`config.mk`:
```
export PLATFORM = sky130hd
export DESIGN_NAME = exc_irq_controller
export DESIGN_NICKNAME = d
export VERILOG_FILES = /design/src/rtl/exc_irq_pkg.sv /design/src/rtl/irq_sync.sv /design/src/rtl/exc_irq_controller.sv
export SDC_FILE = /design/constraint.sdc
export NUM_CORES = 1
export LEC_CHECK = 0
export BUFFER_PORTS_ARGS = -buffer_cell sky130_fd_sc_hd__buf_2
export CELL_PAD_IN_SITES_DETAIL_PLACEMENT = 0
export CELL_PAD_IN_SITES_GLOBAL_PLACEMENT = 1
export CORE_MARGIN = 4
export CORE_UTILIZATION = 33
export DETAILED_ROUTE_END_ITERATION = 8
export PLACE_DENSITY_LB_ADDON = 0.08
export SYNTH_ARGS = -nofsm -noshare
export SYNTH_HDL_FRONTEND = slang
export SYNTH_SLANG_ARGS = --single-unit
```
`constraint.sdc`:
```
create_clock -name clk -period 1.83 [get_ports clk]
set_input_delay 0.366 -clock clk [delete_from_list [all_inputs] [get_ports clk]]
set_output_delay 0.366 -clock clk [all_outputs]
set_load 0.05 [all_outputs]
```
`src/rtl/exc_irq_pkg.sv`:
```
// Shared types for the external-interrupt controller.
//   irqStateT : controller FSM states
//     IDLE    - no transaction, arbitrating every cycle
//     REQ     - ExtIRQ asserted, waiting for the core's ExcAck
//     SERVICE - handler running, waiting for ERet
package exc_irq_pkg;

  typedef enum logic [1:0] {
    IDLE    = 2'd0,
    REQ     = 2'd1,
    SERVICE = 2'd2
  } irqStateT;

endpackage

```
`src/rtl/irq_sync.sv`:
```
// Two-flop synchronizer bank for asynchronous interrupt inputs.
// Ports:
//   clk     - destination clock
//   reset   - asynchronous active-low reset, clears both stages
//   asyncIn - WIDTH asynchronous inputs
//   synced  - WIDTH inputs after two flops in the clk domain
module irq_sync #(
  parameter int WIDTH = 1
) (
  input  logic             clk,
  input  logic             reset,
  input  logic [WIDTH-1:0] asyncIn,
  output logic [WIDTH-1:0] synced
);

  logic [WIDTH-1:0] meta;

  always_ff @(posedge clk or negedge reset) begin
    if (!reset) begin
      meta   <= '0;
      synced <= '0;
    end else begin
      meta   <= asyncIn;
      synced <= meta;
    end
  end

endmodule

```
`src/rtl/exc_irq_controller.sv`:
```
// External interrupt controller: synchronizes NUM_IRQ sources, keeps a
// pending register (edge- or level-triggered per channel), arbitrates the
// enabled pending channels (fixed priority or round-robin) and runs a
// single, non-nesting request/acknowledge/return transaction with the core.
//
// Ports:
//   clk, reset  - clock, asynchronous active-low reset
//   irq_in      - asynchronous interrupt sources
//   mask_we     - mask write strobe, mask_wdata is the new enable mask
//   ExcAck      - core has entered the handler
//   ERet        - core executed ERET
//   ExtIRQ      - registered interrupt request to the core
//   irq_id      - channel being requested / serviced
//   ExtlAck     - one-hot, one-cycle acknowledge back to the source
//   pending     - pending register
//   busy        - high in REQ and SERVICE
//   dbgState    - current FSM state, for observation only
//
// Handshake: ExtIRQ rises when a channel is granted and stays high with a
// frozen irq_id until ExcAck is sampled high; that same edge drops ExtIRQ,
// pulses ExtlAck[irq_id] and enters SERVICE. ERet sampled high in SERVICE
// ends the transaction. ExcAck outside REQ and ERet outside SERVICE are
// ignored.
module exc_irq_controller
  import exc_irq_pkg::*;
#(
  parameter int                 NUM_IRQ   = 4,
  parameter int                 ID_W      = 4,
  parameter int                 RR_MODE   = 0,
  parameter logic [NUM_IRQ-1:0] EDGE_MASK = '0
) (
  input  logic               clk,
  input  logic               reset,
  input  logic [NUM_IRQ-1:0] irq_in,
  input  logic               mask_we,
  input  logic [NUM_IRQ-1:0] mask_wdata,
  input  logic               ExcAck,
  input  logic               ERet,
  output logic               ExtIRQ,
  output logic [ID_W-1:0]    irq_id,
  output logic [NUM_IRQ-1:0] ExtlAck,
  output logic [NUM_IRQ-1:0] pending,
  output logic               busy,
  output irqStateT           dbgState
);

  localparam logic [NUM_IRQ-1:0] ONE_HOT0 = NUM_IRQ'(1);

  irqStateT             state;
  logic [NUM_IRQ-1:0]   irqSync;
  logic [NUM_IRQ-1:0]   irqPrev;
  logic [NUM_IRQ-1:0]   maskReg;
  logic [NUM_IRQ-1:0]   rise;
  logic [NUM_IRQ-1:0]   clrVec;
  logic [NUM_IRQ-1:0]   eligible;
  logic [ID_W-1:0]      rrPtr;
  logic [ID_W-1:0]      nextPtr;
  logic [ID_W-1:0]      winId;
  logic                 winValid;
  logic [2*NUM_IRQ-1:0] rotated;
  int                   offset;
  int                   winSum;

  irq_sync #(.WIDTH(NUM_IRQ)) uSync (
    .clk     (clk),
    .reset   (reset),
    .asyncIn (irq_in),
    .synced  (irqSync)
  );

  assign rise     = irqSync & ~irqPrev;
  assign clrVec   = (state == REQ && ExcAck) ? (ONE_HOT0 << irq_id) : '0;
  assign eligible = pending & maskReg;
  assign nextPtr  = (irq_id == ID_W'(NUM_IRQ - 1)) ? '0 : irq_id + ID_W'(1);
  assign busy     = (state != IDLE);
  assign dbgState = state;

  // Edge channels: a fresh rising edge wins over a same-cycle clear, so the
  // set term is ORed in after the clear. Level channels follow the
  // synchronized input one cycle later and ignore clears.
  always_ff @(posedge clk or negedge reset) begin
    if (!reset) begin
      irqPrev <= '0;
      pending <= '0;
      maskReg <= '1;
    end else begin
      irqPrev <= irqSync;
      pending <= (EDGE_MASK & (rise | (pending & ~clrVec))) |
                 (~EDGE_MASK & irqSync);
      if (mask_we) maskReg <= mask_wdata;
    end
  end

  // Rotate eligible so the search starts at rrPtr; the first set bit of the
  // low half is the distance to the winner. In fixed-priority mode rrPtr
  // never leaves 0, so this degenerates to lowest-index-first.
  always_comb begin
    rotated  = {eligible, eligible} >> rrPtr;
    winValid = 1'b0;
    offset   = 0;
    for (int i = NUM_IRQ - 1; i >= 0; i--) begin
      if (rotated[i]) begin
        winValid = 1'b1;
        offset   = i;
      end
    end
    winSum = int'(rrPtr) + offset;
    if (winSum >= NUM_IRQ) winSum = winSum - NUM_IRQ;
    winId = ID_W'(winSum);
  end

  always_ff @(posedge clk or negedge reset) begin
    if (!reset) begin
      state   <= IDLE;
      ExtIRQ  <= 1'b0;
      irq_id  <= '0;
      ExtlAck <= '0;
      rrPtr   <= '0;
    end else begin
      ExtlAck <= '0;
      case (state)
        IDLE: begin
          if (winValid) begin
            irq_id <= winId;
            ExtIRQ <= 1'b1;
            state  <= REQ;
          end
        end
        REQ: begin
          // The grant is committed: mask or pending changes do not retract it.
          if (ExcAck) begin
            ExtIRQ  <= 1'b0;
            ExtlAck <= ONE_HOT0 << irq_id;
            state   <= SERVICE;
          end
        end
        SERVICE: begin
          if (ERet) begin
            state <= IDLE;
            if (RR_MODE != 0) rrPtr <= nextPtr;
          end
        end
        default: state <= IDLE;
      endcase
    end
  end

endmodule

```
==> out/summary.txt, run 1 <==
TNS Setup -> 0 ps
CTS clk-pin slew, worst paths -> 90 ps
Clock power share -> 33.7%
Grt total ovfl -> 0
Number of remaining DRC errors -> 0
Reg2Reg Setup Slack -> 970 ps
Vias -> 258
Starting Density -> 37.0%
Fmax -> 643 MHz
Status -> complete, no violations
Max-slew violation count -> 0
Met1 GRT Util -> 8.98%
Top cells by count, synth -> dfrtp_1, buf_4
Cells taking the most area after synthesis -> dfrtp_1, buf_4, nand3b_4, nor3b_1, and2_1
Lkg Pwr -> 0.000359 µW
DP HPWL -> 562 µm
Filler Cells Inserted -> 130
Post-CTS setup buffer count -> 0
Crit-path leading delay family -> flip-flops
RD Place Congestion -> 0.594
Bufs on Longest Clock Path -> 2
Tcrit/Tclk final -> 84.9%
Detailed Route Iter0 Violations -> 0
Yosys top cell by area -> dfrtp_1
Synth-to-layout area growth -> 22.5%
Antenna Nets Post-Route -> 0
Post-synth EDFFs -> 0
Layout cells sized above 1 -> 41.2%
RR Endpoint -> ExtIRQ
Grt met3 use -> 3.83%
Area of the multi-input gates -> 77.6 µm²
Pin count of the biggest net entering global routing -> 17
Synthesis-stage register bit count -> 16
Cells on worst reg2reg path -> 2
Asr flop ratio synth -> 100%
Routed length per instance -> 11.1 µm
Synthesized area -> 512 µm²
Clock sinks -> 16
Switch Pwr -> 162 µW
IO Count -> 29
Core area -> 1380 µm²
CP arrival -> 1190 ps
Worst setup endpoint -> busy
Stages on the worst setup path -> 2
Cell Rows -> 13
Root buf cell -> clkbuf_4
PortBufs -> 16
Final setup vio count -> 0
Unrepaired setup endpoints after global routing -> no
Crit Path Category -> flip-flop to primary output
Pwr per Cell Area -> 1050 nW/µm²
CP endpoint kind -> primary output
Share of the synthesized area in the top cell type -> 78.2%
Crit path max fanout -> 5
Worst setup startpoint -> dbgState[0]
Most frequent cell after synthesis -> dfrtp_1
Count of cell types in the netlist -> 10
Met2 global-route usage -> 9.63%
Die footprint -> 2240 µm²
Antenna diodes -> 0
DR pass1 iterations -> 1
Avg Vias per Cell -> 3.91
Cell Chain, Critical Path -> or2_1 > buf_2
Combinational share of power -> 10.4%
Antenna violations before repair -> 0
Final wirelength -> 731 µm
Max Cap Viol -> 0
Post-route non-filler standard cell count -> 66
GRT Util Overall -> 7.73%
Placed insts -> 61
Most Crowded Layer GR -> met2
Hold Vio Cnt, Final -> 0
Fin crit period -> 1550 ps
Number of global-route vias before repair -> 243
FF+latch area -> 400 µm²
Sw Share -> 24.6%
Reg2reg start -> dbgState[1]
H-tree levels -> 1
Critical path buffers and inverters -> 1
Worst path slowest cell -> dfrtp_1
Clock Latency Late Sink -> 280 ps
Peak supply drop -> 0.608 mV
Die span in y -> 47.4 µm
Cell count after synthesis -> 31
Final WS setup -> 276 ps
Placement Setup Slack -> 591 ps
Global-route wire length before repair -> 1.10 mm
Sequential share of the synthesized area -> 78.2%
Setup Skew -> 4.33 ps
Internal -> 497 µW
CTS tree -> yes
Die X -> 47.4 µm
Worst Hold Slack -> 190 ps
Hold WC Path Type -> input pin to flip-flop
Predominant post-synthesis flop cell -> dfrtp_1
Synth warnings -> 4
Sequential Power Share -> 55.9%
Syn avg cell area -> 16.5 µm²
CTS buffer count -> 3
Startpoint Class -> flip-flop
CP max stage delay -> 440 ps
Fin nets -> 65
Critical Path RT -> 1460 ps
[timing repair]
| action | CTS | global route |
|---|---|---|
| hold buffers | 1 | 0 |
| hold endpoints to repair | 16 | 0 |
| gates resized for setup | 0 | 0 |
[how the worst min path moves through the flow]
stage	start	depth (start not counted)	slack (ps)	endpoint
after floorplan	reset	0	70	ExtIRQ
after global placement	reset	1	280	pending[0]
after detailed placement	reset	1	290	ExtIRQ
after CTS	irq_in[3]	1	180	uSync.meta[3]
after global routing	irq_in[3]	1	160	uSync.meta[3]
final	irq_in[3]	1	190	uSync.meta[3]
[power by group through the flow]
| stage | clock network [µW] | registers, µW | logic, µW |
|---|---|---|---|
| after CTS | 231 | 369 | 68.6 |
| after global placement | 0 | 376 | 66.2 |
| after detailed placement | 0 | 376 | 67.0 |
| after global routing | 251 | 371 | 72.4 |
| final | 222 | 369 | 68.3 |
| after floorplan | 0 | 393 | 43.2 |
[through the flow]
stage | power (µW) | area [µm²] | utilization, %
2_1_floorplan | 436 | 534 | -
3_3_place_gp | 442 | 581 | 42.0
3_5_place_dp | 443 | 581 | 42.0
4_1_cts | 669 | 627 | 45.3
5_1_grt | 695 | 627 | 45.3
6_report | 660 | 627 | 45.3
[sequential cells by signal, summed over array words and instances (netlist names)]
name / flops
ExtIRQ: 1
ExtlAck: 1
dbgState: 2
pending: 4
uSync.meta: 4
uSync.synced: 4
[routing by layer]
metal  vias to the layer above  wire length (µm)
li1                        120                 -
met1                       116               273
met2                        18               322
met3                         4               108
met4                         0                26
met5                         -                 0
[final cells by class]
class	count	share of cell area [%]
clock buffers	4	5.79
inverters	1	0.599
multi-input cells	13	12.4
flip-flops and latches	16	63.9
well taps	15	2.99
repair buffers	17	14.4
[layout by cell type, fill, tap and decap left out]
| cell type | synthesis | routed |
|---|---|---|
| buf_2 | 0 | 16 |
| dlygate4sd3_1 | 0 | 1 |
| dfrtp_1 | 16 | 16 |
| clkbuf_8 | 0 | 1 |
| clkbuf_4 | 0 | 3 |
| inv_1 | 1 | 1 |
| nor3b_1 | 1 | 1 |
| or2_1 | 1 | 1 |
| o21ai_0 | 1 | 1 |
| conb_1 | 1 | 7 |
| nand3b_4 | 1 | 1 |
| and2_1 | 1 | 1 |
| nand2b_1 | 1 | 1 |
[worst reg2reg max path: stages (launching register included)]
cell      delay, ps
dfrtp_1         420
nand3b_4        180
and2_1          160
[cells by family after synthesis]
logic type / share of synthesized area (%)
simple gates: 9.05
flops: 78.2
other cells: 0.733
compound gates: 0.977
buf+inv: 11.0
No activity file was read; power rests on OpenSTA's default activity.
==> run 2, diff against run 1 <==
Settings changed: ABC_AREA from default to 1, CORE_UTILIZATION 33 to 27.
Clock period 1.83 ns to 1.4 ns, I/O delays scaled along.
==> run 2 against run 1 <==
Power is 30% higher. Global-route usage is 0.79 points lower. Wire length is 2.3% lower.
==> out/summary.txt, run 2 <==
PortBufs -> 16
Clock sinks -> 16
Die span in y -> 51.4 µm
Antenna diodes -> 0
Max-slew violation count -> 0
Area of the multi-input gates -> 62.6 µm²
Starting Density -> 29.1%
Asr flop ratio synth -> 100%
Grt total ovfl -> 0
CTS tree -> yes
Synthesis-stage register bit count -> 16
Placed cell areas -> 589 µm²
H-tree levels -> 1
Filler Cells Inserted -> 183
Crit path max fanout -> 4
Detailed Route Iter0 Violations -> 0
Critical Path RT -> 1120 ps
Global-route wire length before repair -> 1.21 mm
Final setup vio count -> 0
Number of global-route vias before repair -> 290
Cell Rows -> 15
Antenna violations before repair -> 0
Number of remaining DRC errors -> 0
Design area -> 638 µm²
IO Count -> 29
Hold WC Path Type -> input pin to flip-flop
Synthesized area -> 508 µm²
Vias -> 273
TNS Setup -> 0 ps
Most frequent cell after synthesis -> dfrtp_1
CP arrival -> 1040 ps
Crit Path Category -> flip-flop to primary output
Startpoint Class -> flip-flop
Peak supply drop -> 0.527 mV
Layout cells sized above 1 -> 40.0%
Root buf cell -> clkbuf_4
Predominant post-synthesis flop cell -> dfrtp_1
Synth-to-layout area growth -> 25.6%
Regs by FF count -> pending x4, uSync.meta x4, uSync.synced x4
Hold Path Depth -> 1
Pwr per Cell Area -> 1350 nW/µm²
Top cells by count, synth -> dfrtp_1, buf_4, nand2_1, inv_1
Die X -> 51.4 µm
Post-CTS setup buffer count -> 0
Avg Vias per Cell -> 3.41
CTS buffer count -> 3
Synth warnings -> 4
Sequential share of the synthesized area -> 78.8%
Fin nets -> 69
CTS clk-pin slew, worst paths -> 90 ps
Syn avg cell area -> 14.5 µm²
Die footprint -> 2640 µm²
Synth Area in Adders -> 0%
FF+latch area -> 400 µm²
Fmax -> 757 MHz
Routed length per instance -> 8.93 µm
CP endpoint kind -> primary output
Max Cap Viol -> 0
Compound-cell area share of the yosys netlist -> 0%
Bufs on Longest Clock Path -> 2
Final wirelength -> 714 µm
Pin count of the biggest net entering global routing -> 17
Worst Hold Slack -> 108 ps
Cell count after synthesis -> 35
Post-synth EDFFs -> 0
Final Core Density -> 36.6%
Clock Latency Late Sink -> 280 ps
Setup Skew -> 6.21 ps
Tcrit/Tclk final -> 94.4%
Largest family of logic cells by synthesized area -> buffers and inverters
GRT Util Overall -> 6.94%
Hold Vio Cnt, Final -> 0
Antenna Nets Post-Route -> 0
Synth Area in XOR/XNOR -> 0%
Status -> complete, no violations
Mux share of post-synthesis cell area -> 0%
Share of the synthesized area in the top cell type -> 78.8%
Most frequent cells in the layout -> dfrtp_1, buf_2, conb_1, nand2_1, clkbuf_4
Lkg Pwr -> 0.000356 µW
Commonest non-fill, non-tap cell in the layout -> dfrtp_1
DR pass1 iterations -> 1
Yosys top cell by area -> dfrtp_1
Cells on worst reg2reg path -> 4
Fin crit period -> 1320 ps
RD Place Congestion -> 0.574
Cells taking the most area after synthesis -> dfrtp_1, buf_4, nand2_1, inv_1, nand3_2
Unrepaired setup endpoints after global routing -> no
Core area -> 1750 µm²
Count of cell types in the netlist -> 9
Post-Synth Simple-Gate Area -> 7.14%
Reg2Reg Setup Slack -> 630 ps
[run 2: final timing paths]
check	startpoint	endpoint
setup / recovery	dbgState[0]	busy
hold / removal	irq_in[1]	uSync.meta[1]
setup reg to reg	dbgState[1]	ExtIRQ
hold reg to reg	uSync.meta[1]	uSync.synced[1]
max in group asynchronous	reset	uSync.synced[3]
min in group asynchronous	reset	pending[1]
[run 2: per-layer routing]
metal / track usage, % / vias to the layer above / wire length, µm
li1: - / 128 / -
met1: 6.64 / 126 / 262
met2: 9.53 / 17 / 331
met3: 4.08 / 2 / 112
met4: 7.86 / 0 / 8
met5: 0 / - / 0
[run 2: worst max-delay path, cell delays in order, from the launching register on]
cell and delay [ps]:
dfrtp_1 420, inv_1 90, nand2_1 50, clkbuf_4 200
[run 2: area by class of cell]
| cell class | instances | share of cell area [%] |
|---|---|---|
| clock buffers | 4 | 5.69 |
| inverters | 4 | 2.35 |
| multi-input cells | 14 | 9.80 |
| flip-flops and latches | 16 | 62.7 |
| well taps | 25 | 4.90 |
| repair buffers | 17 | 14.5 |
[run 2: what timing repair did]
item / in CTS / in global routing
setup endpoints to repair: 0 / 1
gates resized for setup: 0 / 1
hold buffers: 1 / 0
hold endpoints to repair: 16 / 0
[run 2: through the flow]
stage	worst slack, ps	power [µW]	instances
final	78.9	858	80
after global routing	4.20	909	80
after CTS	28.5	879	80
after detailed placement	357	579	75
after global placement	393	578	75
after floorplan	2.83	570	41
[run 2: cells by family after synthesis]
logic type,Yosys count
AND/OR/NAND/NOR,7
other,1
flip-flops,16
buffers and inverters,11
[run 2: report_power, final]
part | internal [µW] | switching [µW] | total, µW
Combinational | 13.0 | 75.7 | 88.7
Sequential | 479 | 3.63 | 483
Clock | 158 | 129 | 287
Total | 650 | 208 | 858
==> run 3, diff against run 2 <==
Settings changed: SETUP_SLACK_MARGIN from default to 0.15.
==> run 3 against run 2 <==
Non-clock buffer count grew 2. Worst setup slack improved by 78 ps. Final cell count up 2.5%. Clock skew is 2.9 ps lower. Count of clock-buffer cells in the layout stayed put. Critical path type unchanged. Largest power group unchanged.
==> out/summary.txt, run 3 (same netlist as run 2, synthesis figures left out) <==
TNS Setup -> 0 ps
Cell Rows -> 15
Commonest non-fill, non-tap cell in the layout -> buf_2
Startpoint Class -> flip-flop
Antenna diodes -> 0
Antenna Nets Post-Route -> 0
Vias -> 285
Grt total ovfl -> 0
Die X -> 51.4 µm
H-tree levels -> 1
CP endpoint kind -> primary output
Design area -> 662 µm²
Fin nets -> 71
Area of the multi-input gates -> 65.1 µm²
Met1 GRT Util -> 6.26%
Pin count of the biggest net entering global routing -> 17
Starting Density -> 29.1%
Fmax -> 805 MHz
Avg Vias per Cell -> 3.48
Clock Latency Late Sink -> 270 ps
Bufs on Longest Clock Path -> 2
Unrepaired setup endpoints after global routing -> yes
RD Place Congestion -> 0.582
Final setup vio count -> 0
Layout cells sized above 1 -> 49.1%
Peak supply drop -> 0.505 mV
Tcrit/Tclk final -> 88.8%
Die footprint -> 2640 µm²
GRT Util Overall -> 6.57%
Most Crowded Layer GR -> met2
Root buf cell -> clkbuf_4
Routed length per instance -> 8.94 µm
Filler Cells Inserted -> 171
Global-route wire length before repair -> 1.21 mm
Critical Path RT -> 1120 ps
IO Count -> 29
Met2 global-route usage -> 10.2%
Antenna violations before repair -> 0
Max Cap Viol -> 0
Hold Path Depth -> 1
Die span in y -> 51.4 µm
Most frequent cells in the layout -> buf_2, dfrtp_1, conb_1, nand2_1, clkbuf_4
Status -> complete, no violations
Final wirelength -> 733 µm
Crit path max fanout -> 3
CTS buffer count -> 3
Number of global-route vias before repair -> 292
Hold WC Path Type -> input pin to flip-flop
PortBufs -> 16
Synth-to-layout area growth -> 30.3%
Lkg Pwr -> 0.000363 µW
Max-slew violation count -> 0
FF+latch area -> 403 µm²
DP HPWL -> 577 µm
Crit Path Category -> flip-flop to primary output
Hold Vio Cnt, Final -> 0
Regs by FF count -> pending x4, uSync.meta x4, uSync.synced x4
Core area -> 1750 µm²
CP arrival -> 960 ps
Detailed Route Iter0 Violations -> 0
Number of remaining DRC errors -> 0
Fin crit period -> 1240 ps
Setup Skew -> 3.29 ps
CTS clk-pin slew, worst paths -> 90 ps
Clock sinks -> 16
Cells on worst reg2reg path -> 5
Grt met3 use -> 3.79%
CTS tree -> yes
Placed cell areas -> 592 µm²
Pwr per Cell Area -> 1300 nW/µm²
DR pass1 iterations -> 1
[run 3: changes by cell type in the layout (fill, tap and decap cells not counted)]
cell,previous run,this run
buf_4,0,2
dfrtp_1,16,14
dfrtp_2,0,2
buf_6,0,1
clkbuf_4,4,3
inv_1,3,2
inv_2,1,2
nand2_1,4,3
nand2_2,0,1
[run 3: per-layer routing]
layer | vias up | part of all wire, %
met4 | 0 | 0
li1 | 134 | -
met5 | - | 0
met1 | 136 | 35
met3 | 0 | 12
met2 | 15 | 53
[run 3: path summary, 6_finish.rpt]
kind | from | to | slack [ps]
max in group asynchronous | reset | dbgState[0] | 710
setup / recovery | dbgState[1] | busy | 160
hold / removal | irq_in[1] | uSync.meta[1] | 110
min in group asynchronous | reset | pending[2] | 430
setup reg to reg | dbgState[1] | ExtIRQ | 530
hold reg to reg | uSync.meta[2] | uSync.synced[2] | 350
[run 3: worst max-delay path, stage by stage, from the launching register on]
cell     delay [ps]
dfrtp_2         430
inv_2            70
nand2_2          50
buf_6           140
[run 3: through the flow]
step           power (µW)  util [%]  instances  hold WS (ps)  setup slack, ps
3_3_place_gp          578      33.9         75           194              409
5_1_grt               906      37.9         82          83.6              109
6_report              859      37.9         82           108              157
4_1_cts               880      37.9         82          91.5              141
3_5_place_dp          580      33.9         75           202              386
2_1_floorplan         570         -         41         -15.6              160
[run 3: area by class of cell]
cell class,instances,area share [%]
timing repair buffer,19,16.8
clock buffer,4,5.48
tap,25,4.73
sequential,16,60.9
inverter,4,2.27
multi-input combinational,14,9.83
[run 3: power breakdown]
group | total (µW) | internal, µW | leakage, µW | switching, µW
registers | 483 | 479 | 0.000192 | 3.87
clock network | 287 | 158 | 0.0000210 | 129
logic | 88.9 | 13.0 | 0.000149 | 75.8
total | 859 | 650 | 0.000363 | 209
[run 3: timing repair]
item,4_1_cts,5_1_grt
gates cloned,0,0
endpoints found under the hold margin,16,0
setup buffers,2,0
gates resized for setup,4,0
setup endpoints to repair,1,1
hold buffers,1,0
